### src/rtl/bloons_pkg.sv
// Shared constants and types for the tower-defence money ledger.
// Module parameters default to these values; the typedefs match the defaults.
package bloons_pkg;

  localparam int N_BLOONS    = 32;
  localparam int N_MONKEYS   = 8;
  localparam int MONEY_W     = 12;
  localparam int COST_W      = 10;
  localparam int START_MONEY = 400;
  localparam int POP_REWARD  = 10;
  localparam int ROUND_BONUS = 100;
  localparam int MONEY_MAX   = 4095;

  typedef logic [MONEY_W-1:0]           money_t;
  typedef logic [COST_W-1:0]            cost_t;
  typedef logic [$clog2(N_MONKEYS)-1:0] slot_idx_t;

endpackage

### src/rtl/buy_arbiter.sv
// Combinational purchase arbiter: the lowest-index candidate wins, and it is
// then checked against the registered balance.
module buy_arbiter
  import bloons_pkg::*;
#(
  parameter int N       = N_MONKEYS,
  parameter int C_W     = COST_W,
  parameter int M_W     = MONEY_W,
  parameter int IDX_W   = (N > 1) ? $clog2(N) : 1
) (
  input  logic [N-1:0]          cand,
  input  logic [N-1:0][C_W-1:0] costs,
  input  logic [M_W-1:0]        balance,
  output logic                  valid,
  output logic [IDX_W-1:0]      idx,
  output logic                  affordable,
  output logic [C_W-1:0]        cost
);

  localparam int CMP_W = M_W + C_W;

  // Scan downwards so the last assignment is the lowest set index.
  always_comb begin
    valid = 1'b0;
    idx   = '0;
    for (int i = N - 1; i >= 0; i--) begin
      if (cand[i]) begin
        valid = 1'b1;
        idx   = IDX_W'(i);
      end
    end
  end

  assign cost       = costs[idx];
  assign affordable = valid && (CMP_W'(cost) <= CMP_W'(balance));

endmodule

### src/rtl/money_ledger.sv
// Player-money ledger: pop/bonus/refund income, purchase arbitration with an
// affordability check, per-slot ownership and a saturating balance.
module money_ledger
  import bloons_pkg::*;
#(
  parameter int NB      = N_BLOONS,
  parameter int NM      = N_MONKEYS,
  parameter int M_W     = MONEY_W,
  parameter int C_W     = COST_W,
  parameter int START   = START_MONEY,
  parameter int POP_REW = POP_REWARD,
  parameter int BONUS   = ROUND_BONUS,
  parameter int MAX_BAL = MONEY_MAX,
  parameter int IDX_W   = (NM > 1) ? $clog2(NM) : 1
) (
  input  logic                   Clk,
  input  logic                   reset_n,
  input  logic                   game_restart,
  input  logic [NB-1:0]          bloon_popped,
  input  logic                   round_done,
  input  logic [NM-1:0]          buy_req,
  input  logic [NM-1:0][C_W-1:0] buy_cost,
  input  logic                   sell_valid,
  input  logic [IDX_W-1:0]       sell_slot,
  output logic [M_W-1:0]         money_out,
  output logic [NM-1:0]          owned,
  output logic [NM-1:0]          buy_grant,
  output logic [NM-1:0]          buy_deny,
  output logic                   sat_flag
);

  localparam int ACC_W  = M_W + 2;
  localparam int PCNT_W = $clog2(NB + 1);

  logic [NB-1:0]          hist;
  logic [NM-1:0][C_W-1:0] paid_cost;

  logic [NB-1:0]     new_pops;
  logic [PCNT_W-1:0] pop_cnt;
  logic              sell_hit;
  logic [C_W-1:0]    refund;
  logic [ACC_W-1:0]  income;
  logic [ACC_W-1:0]  spend;
  logic [ACC_W-1:0]  next_bal;
  logic              clip;

  logic              arb_valid;
  logic [IDX_W-1:0]  arb_idx;
  logic              arb_afford;
  logic [C_W-1:0]    arb_cost;
  logic              grant_now;

  assign new_pops = bloon_popped & ~hist;

  always_comb begin
    pop_cnt = '0;
    for (int i = 0; i < NB; i++) begin
      pop_cnt = pop_cnt + PCNT_W'(new_pops[i]);
    end
  end

  buy_arbiter #(
    .N     (NM),
    .C_W   (C_W),
    .M_W   (M_W),
    .IDX_W (IDX_W)
  ) u_buy_arbiter (
    .cand       (buy_req & ~owned),
    .costs      (buy_cost),
    .balance    (money_out),
    .valid      (arb_valid),
    .idx        (arb_idx),
    .affordable (arb_afford),
    .cost       (arb_cost)
  );

  assign grant_now = arb_valid && arb_afford;

  // A slot under arbitration is never owned, so a sell can never collide with a grant.
  assign sell_hit = sell_valid && owned[sell_slot];
  assign refund   = sell_hit ? (paid_cost[sell_slot] >> 1) : '0;

  assign income   = ACC_W'(pop_cnt) * ACC_W'(POP_REW)
                  + (round_done ? ACC_W'(BONUS) : '0)
                  + ACC_W'(refund);
  assign spend    = grant_now ? ACC_W'(arb_cost) : '0;
  assign next_bal = ACC_W'(money_out) + income - spend;
  assign clip     = next_bal > ACC_W'(MAX_BAL);

  always_ff @(posedge Clk or negedge reset_n) begin
    if (!reset_n) begin
      money_out <= M_W'(START);
      owned     <= '0;
      paid_cost <= '0;
      buy_grant <= '0;
      buy_deny  <= '0;
      sat_flag  <= 1'b0;
      hist      <= '0;
    end else if (game_restart) begin
      money_out <= M_W'(START);
      owned     <= '0;
      paid_cost <= '0;
      buy_grant <= '0;
      buy_deny  <= '0;
      sat_flag  <= 1'b0;
      hist      <= bloon_popped;
    end else begin
      hist      <= bloon_popped;
      buy_grant <= '0;
      buy_deny  <= '0;
      money_out <= clip ? M_W'(MAX_BAL) : next_bal[M_W-1:0];
      if (clip) begin
        sat_flag <= 1'b1;
      end
      if (sell_hit) begin
        owned[sell_slot] <= 1'b0;
      end
      if (arb_valid) begin
        if (arb_afford) begin
          buy_grant[arb_idx] <= 1'b1;
          owned[arb_idx]     <= 1'b1;
          paid_cost[arb_idx] <= arb_cost;
        end else begin
          buy_deny[arb_idx]  <= 1'b1;
        end
      end
    end
  end

endmodule

### config.mk
export PLATFORM = sky130hd
export DESIGN_NAME = money_ledger
export DESIGN_NICKNAME = d
export VERILOG_FILES = /design/src/rtl/bloons_pkg.sv /design/src/rtl/buy_arbiter.sv /design/src/rtl/money_ledger.sv
export SDC_FILE = /design/constraint.sdc
export NUM_CORES = 1
export LEC_CHECK = 0
export ABC_AREA = 1
export CAP_MARGIN = 20
export CORE_ASPECT_RATIO = 0.8
export CORE_MARGIN = 2
export CORE_UTILIZATION = 43
export DETAILED_ROUTE_END_ITERATION = 10
export PLACE_DENSITY = 0.78
export SLEW_MARGIN = 30
export SYNTH_ARGS = -nofsm -noshare
export SYNTH_HDL_FRONTEND = slang
export SYNTH_HIERARCHICAL = 1
export SYNTH_SLANG_ARGS = --single-unit
### constraint.sdc
create_clock -name Clk -period 8.75 [get_ports Clk]
set_input_delay 2.625 -clock Clk [delete_from_list [all_inputs] [get_ports Clk]]
set_output_delay 2.625 -clock Clk [all_outputs]
set_load 0.1 [all_outputs]
Word level (Yosys, flattened, before mapping)
Cells that the tools add are included.
Widths: inputs -> output; s select.
{"block": "classes", "add_sub_neg": 35, "shift": 0, "div": 0, "mul": 1, "n_lt_le_gt_ge": 6, "n_mux": 50, "n_eq_ne": 0, "reduce_logical": 9, "n_bitwise": 7}
{"op": "$mux 80", "n": 3}
{"op": "$add 6x1->6", "n": 26}
{"op": "$mux 8", "n": 11}
{"op": "$bwmux 80", "n": 1}
{"op": "$bmux 10 s3", "n": 2}
{"op": "$mux 10", "n": 4}
{"op": "$and 32x32->32", "n": 1}
{"op": "$not 32->32", "n": 1}
{"op": "$demux 10 s3", "n": 1}
{"op": "$mux 12", "n": 2}
{"op": "$mux 3", "n": 8}
{"op": "$and 8x8->8", "n": 2}
{"op": "$not 8->8", "n": 2}
{"op": "$gt 14x12->1 const B", "n": 1}
{"op": "$sub 13x10->14", "n": 1}
{"op": "$add 12x12->13", "n": 1}
{"op": "$mux 1", "n": 13}
{"op": "$add 11x9->12", "n": 1}
{"op": "$le 10x12->1", "n": 1}
{"op": "$add 10x7->11", "n": 1}
{"op": "$mul 6x3->9 const B", "n": 1}
{"op": "$mux 9", "n": 1}
{"op": "$lt 3x4->1 const B", "n": 2}
{"op": "$or 8x8->8", "n": 1}
{"op": "other kinds (12)", "n": 20}
{"block": "word_totals", "regBits": 149, "mem_bits_ro": 0, "output_inout_bits": 37, "latchBits": 0, "n_memories": 0, "in_bits": 128, "ramBits": 0}

Longest topological paths before layout
{"block": "logic_depth", "word_depth": 41, "mapped_depth": 43, "ltp_nobuf": 40}

By module
The synthesis kept the hierarchy.
{"mod": "money_ledger", "seq_area_each_um2": 3532.1, "cells_each": 904, "area_each_um2": 8184.1, "n_inst": 1}
{"mod": "buy_arbiter", "seq_area_each_um2": 0.0, "cells_each": 248, "area_each_um2": 1261.2, "n_inst": 1}

Worst setup path after synthesis
Ideal clock, no wire load.
{"block": "synth_timing", "kind": "in2reg", "start": "input port bloon_popped[15]", "end": "register sat_flag", "path_buffers": 1, "slack_ps": -1463, "arrival_time_ps": 10099, "path_stages": 38, "setup_ps": 114, "path_cell_list": "inv_1 > nor2_1 > fa_1 > inv_1 > fa_1 > fa_1 > fa_1 > fa_1 > fa_1 > inv_1 > ha_1 > inv_1 > fa_1 > o21ai_0 > xor2_1 > ha_1 > ha_1 > nand2_1 > (+2 left out) > nor2_1 > o21ai_0 > fa_1 > inv_1 > ha_1 > ha_1 > ha_1 > nand2_1 > nand2_1 > a21oi_1 > nand3_1 > nand2_1 > nand2_1 > inv_1 > buf_6 > nand3_1 > nand2_1 > inv_1"}
{"block": "synth_between", "elab_chain_cells": 25}
{"item": "start: declaration", "line_no": "money_ledger.sv:19", "rtl": "input logic [NB-1:0] bloon_popped,"}
{"item": "$and 32x32->32", "line_no": "money_ledger.sv:53", "rtl": "assign new_pops = bloon_popped & ~hist;"}
{"item": "$add 6x1->6 (17 in a row)", "line_no": "money_ledger.sv:58", "rtl": "pop_cnt = pop_cnt + PCNT_W'(new_pops[i]);"}
{"item": "$mul 6x3->9", "line_no": "money_ledger.sv:83", "rtl": "assign income = ACC_W'(pop_cnt) * ACC_W'(POP_REW)"}
{"item": "$add 10x7->11", "line_no": "money_ledger.sv:84", "rtl": "+ (round_done ? ACC_W'(BONUS) : '0)"}
{"item": "$add 11x9->12", "line_no": "money_ledger.sv:85", "rtl": "+ ACC_W'(refund);"}
{"item": "$add 12x12->13", "line_no": "money_ledger.sv:87", "rtl": "assign next_bal = ACC_W'(money_out) + income - spend;"}
{"item": "$sub 13x10->14", "line_no": "money_ledger.sv:87"}
{"item": "$gt 14x12->1", "line_no": "money_ledger.sv:88", "rtl": "assign clip = next_bal > ACC_W'(MAX_BAL);"}
{"item": "$reduce_bool 2->1 (no line)"}
{"item": "end signal: assignment", "line_no": "money_ledger.sv:97", "rtl": "sat_flag <= 1'b0;"}
{"item": "end signal: assignment", "line_no": "money_ledger.sv:105", "rtl": "sat_flag <= 1'b0;"}
{"item": "end signal: assignment", "line_no": "money_ledger.sv:113", "rtl": "sat_flag <= 1'b1;"}
{"item": "end: declaration", "line_no": "money_ledger.sv:29", "rtl": "output logic sat_flag"}
Every way passes these cells.
A chain may end at the register's enable or synchronous reset.

Worst setup path in the final report
{"block": "layout_timing", "start": "input port bloon_popped[0]", "end": "register money_out[2]"}
{"block": "layout_between", "elab_chain_cells": 40}
{"item": "$and 32x32->32 (*)", "line_no": "money_ledger.sv:53"}
{"item": "$add 1x1->2 (*)", "line_no": "money_ledger.sv:58"}
{"item": "$add 2x1->3 (*)", "line_no": "money_ledger.sv:58"}
{"item": "$add 3x1->4 (*)", "line_no": "money_ledger.sv:58"}
{"item": "$add 4x1->5 (*)", "line_no": "money_ledger.sv:58"}
{"item": "$add 5x1->6 (*)", "line_no": "money_ledger.sv:58"}
{"item": "$add 6x1->6 (*) (26 in a row)", "line_no": "money_ledger.sv:58"}
{"item": "$mul 6x3->9 (*)", "line_no": "money_ledger.sv:83"}
{"item": "$add 10x7->11 (*)", "line_no": "money_ledger.sv:84"}
{"item": "$add 11x9->12 (*)", "line_no": "money_ledger.sv:85"}
{"item": "$add 12x12->13 (*)", "line_no": "money_ledger.sv:87"}
{"item": "$sub 13x10->14 (*)", "line_no": "money_ledger.sv:87"}
{"item": "$gt 14x12->1", "line_no": "money_ledger.sv:88"}
{"item": "$mux 12 (*)", "line_no": "money_ledger.sv:111", "rtl": "money_out <= clip ? M_W'(MAX_BAL) : next_bal[M_W-1:0];"}
{"item": "$mux 12 (*)", "line_no": "money_ledger.sv:99", "rtl": "end else if (game_restart) begin"}
{"item": "end signal: assignment", "line_no": "money_ledger.sv:92", "rtl": "money_out <= M_W'(START);"}
{"item": "end signal: assignment", "line_no": "money_ledger.sv:100", "rtl": "money_out <= M_W'(START);"}
{"item": "end signal: assignment", "line_no": "money_ledger.sv:111"}
{"item": "end: declaration", "line_no": "money_ledger.sv:25", "rtl": "output logic [M_W-1:0] money_out,"}
Mark *: on every way between the ends. The rest lies on a longest branch, timed or not.

==> results.sh <==
export IMPL_number_of_flops_mapped_to_enable_cells_by_yosys=0
export IMPL_worst_path_largest_cell_delay_ps=550
export IMPL_clkSlewWorstSetupHoldPaths_ps=60
export IMPL_cell_mode_on_critical_path="fa_1"
export IMPL_relSlewSlack_pct=32.2
export IMPL_finalHoldViolCount=0
export IMPL_synth_yosys_seq_area_share_pct=37.4
export IMPL_final_min_clock_period_ps=9820
export IMPL_max_clock_path_buffers=2
export IMPL_num_rows=48
export IMPL_drt_wirelength_per_cell_um=17.4
export IMPL_dr_pass1_iters=5
export IMPL_dieArea_mm2=0.0232
export IMPL_failing_checks="negative setup slack"
export IMPL_starting_utilization_of_the_core_area_pct=43.8
export IMPL_die_height_um=137
export IMPL_ant_nets=0
export IMPL_rsz_0062_raised_after_global_routing="yes"
export IMPL_core_area_mm2=0.0216
export IMPL_drc=0
export IMPL_number_of_ports_placed_on_the_die_boundary=165
export IMPL_yosys_register_bits=141
export IMPL_top_library_cells_by_usage_in_the_layout_fill_and_taps_aside="inv_1, nand2_1, nand3_1"
export IMPL_synth_avg_cell_area_um2=8.20
export IMPL_ys_warnings_count=6
export IMPL_tritoncts="yes"
export IMPL_hold_path_cell_count=2
export IMPL_most_common_library_cell_in_the_layout_ignoring_fill_and_taps="inv_1"
export IMPL_synthDistinctLibCells=48
export IMPL_insertion_delay_ps=430
export IMPL_timing_fmax_ghz=0.102
export IMPL_setup_ws_ps=-1070
export IMPL_antenna_diode_count=0
export IMPL_ctsRootBufferMaster="clkbuf_16"
export IMPL_timing_reg2reg_worst_path_depth=35
export IMPL_end_kind="flip-flop"
export IMPL_overflow_left_after_global_routing=0
export IMPL_period_share_pct=112
export IMPL_nNetsFinal=1586
export IMPL_worst_pin_slew_ps=1010
export IMPL_cts_made_buffers=17
export IMPL_cap_viol_max_count=0
export IMPL_mappedNetlistArea_mm2=0.00945
export IMPL_synthFlopType="dfrtp_1"
export IMPL_worst_ep_arrival_time_ps=10190
export IMPL_totalNegativeSetupSlack_ps=-12990
export IMPL_crit_fanout=5
export IMPL_areaGrowthSynthToFinish_pct=34.4
export IMPL_dp_final_hpwl_mm=21.0
export IMPL_ys_top_cells_by_area="dfrtp_1, fa_1, inv_1"
export IMPL_grt_max_degree=85
export IMPL_grt_antenna_before_repair=0
export IMPL_post_synth_top_area_cell="dfrtp_1"
export IMPL_grt_pass1_wl_mm=45.5
export IMPL_path_class="input port to flip-flop"
export IMPL_hold_path_class="flip-flop to flip-flop"
export IMPL_run_status="complete, but fails checks"
export IMPL_yosysTopAreaCellShare_pct=36.6
export IMPL_reg2reg_slack_ps=790
export IMPL_slew_violations=0
export IMPL_portBuffers=164
export IMPL_drive_gt1_share_pct=17.5
export IMPL_worst_setup_path_endpoint="money_out[2]"
export IMPL_place_gp_congestion=0.917
export IMPL_cts_num_sinks=141
export IMPL_crit_path_start_kind="input port"
export IMPL_worst_clock_skew_ps=7.13
export IMPL_setup_violations=13
export IMPL_dr_first_iter_drc_count=812
export IMPL_grt_pass1_vias=8759
export IMPL_cpMaxStageDelayCell="fa_1"
export IMPL_htree_levels=4
export IMPL_die_width_um=170
export IMPL_worstReg2RegEnd="money_out[2]"
export IMPL_global_route_usage_total_pct=25.5
export IMPL_worst_setup_path_startpoint="bloon_popped[0]"
export IMPL_worstPathRequired_ps=9120
export IMPL_cts_hold_repair_buffers=0
export IMPL_worst_reg2reg_startpoint="hist[5]"
export IMPL_routed_via_count=8828
export IMPL_synth_cells=1152
export IMPL_syn_num_nets=1375
export IMPL_detail_route_vias_per_cell=5.35
export IMPL_drt_total_wl_mm=28.8
export IMPL_share_of_synthesized_flip_flops_with_an_asynchronous_set_or_reset_pct=100
## stage by stage
step	hold WS, ps	area, um^2	cells	util [%]	setup slack [ps]
finish	518	12700	1651	58.9	-1070
global route	537	12700	1651	58.9	-1350
global placement	495	11800	1614	54.8	-1870
detailed placement	502	11800	1614	54.8	-2130
CTS	518	12600	1651	58.6	-1070
floorplan	480	9570	1152	-	-914
## worst min path at each step
stage / to / slack [ps] / from
after floorplan: paid_cost[63] / 480 / paid_cost[63]
final: paid_cost[78] / 520 / paid_cost[78]
after global routing: paid_cost[75] / 540 / paid_cost[75]
after global placement: paid_cost[63] / 500 / paid_cost[63]
after CTS: paid_cost[16] / 520 / paid_cost[16]
after detailed placement: paid_cost[8] / 500 / paid_cost[8]
## cells in the mapped netlist, drive strengths merged, types with 3 or more instances
library cell / instances
inv: 247
nand2: 194
nand3: 176
dfrtp: 138
nor2: 74
o21ai: 60
ha: 49
o22ai: 47
fa: 46
buf: 27
a21oi: 23
nand4: 9
nor3: 9
clkbuf: 8
xor2: 8
a22oi: 5
nor4: 5
xnor2: 5
clkinv: 4
o221ai: 4
dfstp: 3
## what timing repair did
action,CTS,global route
resized for setup,104,23
pin swaps,47,33
endpoints found under the setup margin,13,13
gates cloned,1,0
setup buffers,4,0
endpoints found under the hold margin,0,0
## area by class of cell
class	instances	area (um^2)
Sequential cell	141	3530
Clock buffer	21	460
Multi-Input combinational cell	725	5070
Tap cell	275	344
Fill cell	1793	8870
Timing Repair Buffer	226	2130
Clock inverter	11	180
Inverter	251	963
Timing Repair inverter	1	7.51
## kinds of logic after synthesis
| family | synth area share (%) |
|---|---|
| and+or+nand+nor | 23.1 |
| DFF | 37.4 |
| AOI/OAI and AO/OA | 9.58 |
| adders and majority gates | 16.2 |
| xor gates and xnor gates | 1.21 |
| buffers and inverters | 12.5 |
## routing by layer
layer / global-route usage, % / routed length [um]
met2: 41.2 / 13000
met3: 6.74 / 2930
met4: 8.40 / 695
met1: 33.6 / 12100
met5: 0 / 0
## sequential cells by signal, summed over array words and instances (netlist names)
| signal | cells |
|---|---|
| paid_cost | 72 |
| hist | 32 |
| money_out | 12 |
| buy_deny | 8 |
| buy_grant | 8 |
| owned | 8 |
| sat_flag | 1 |
## worst max-delay path, delay by kind of cell
| kind | cells | cell delay, ps |
|---|---|---|
| buffers and inverters | 8 | 670 |
| and+or+nand+nor | 10 | 820 |
| adders and majority gates | 14 | 5150 |
| AOI/OAI and AO/OA | 4 | 700 |
| xor gates and xnor gates | 1 | 210 |
Power is not shown: default switching activity piles up to over one toggle a cycle in this logic, so the estimate is an artifact.
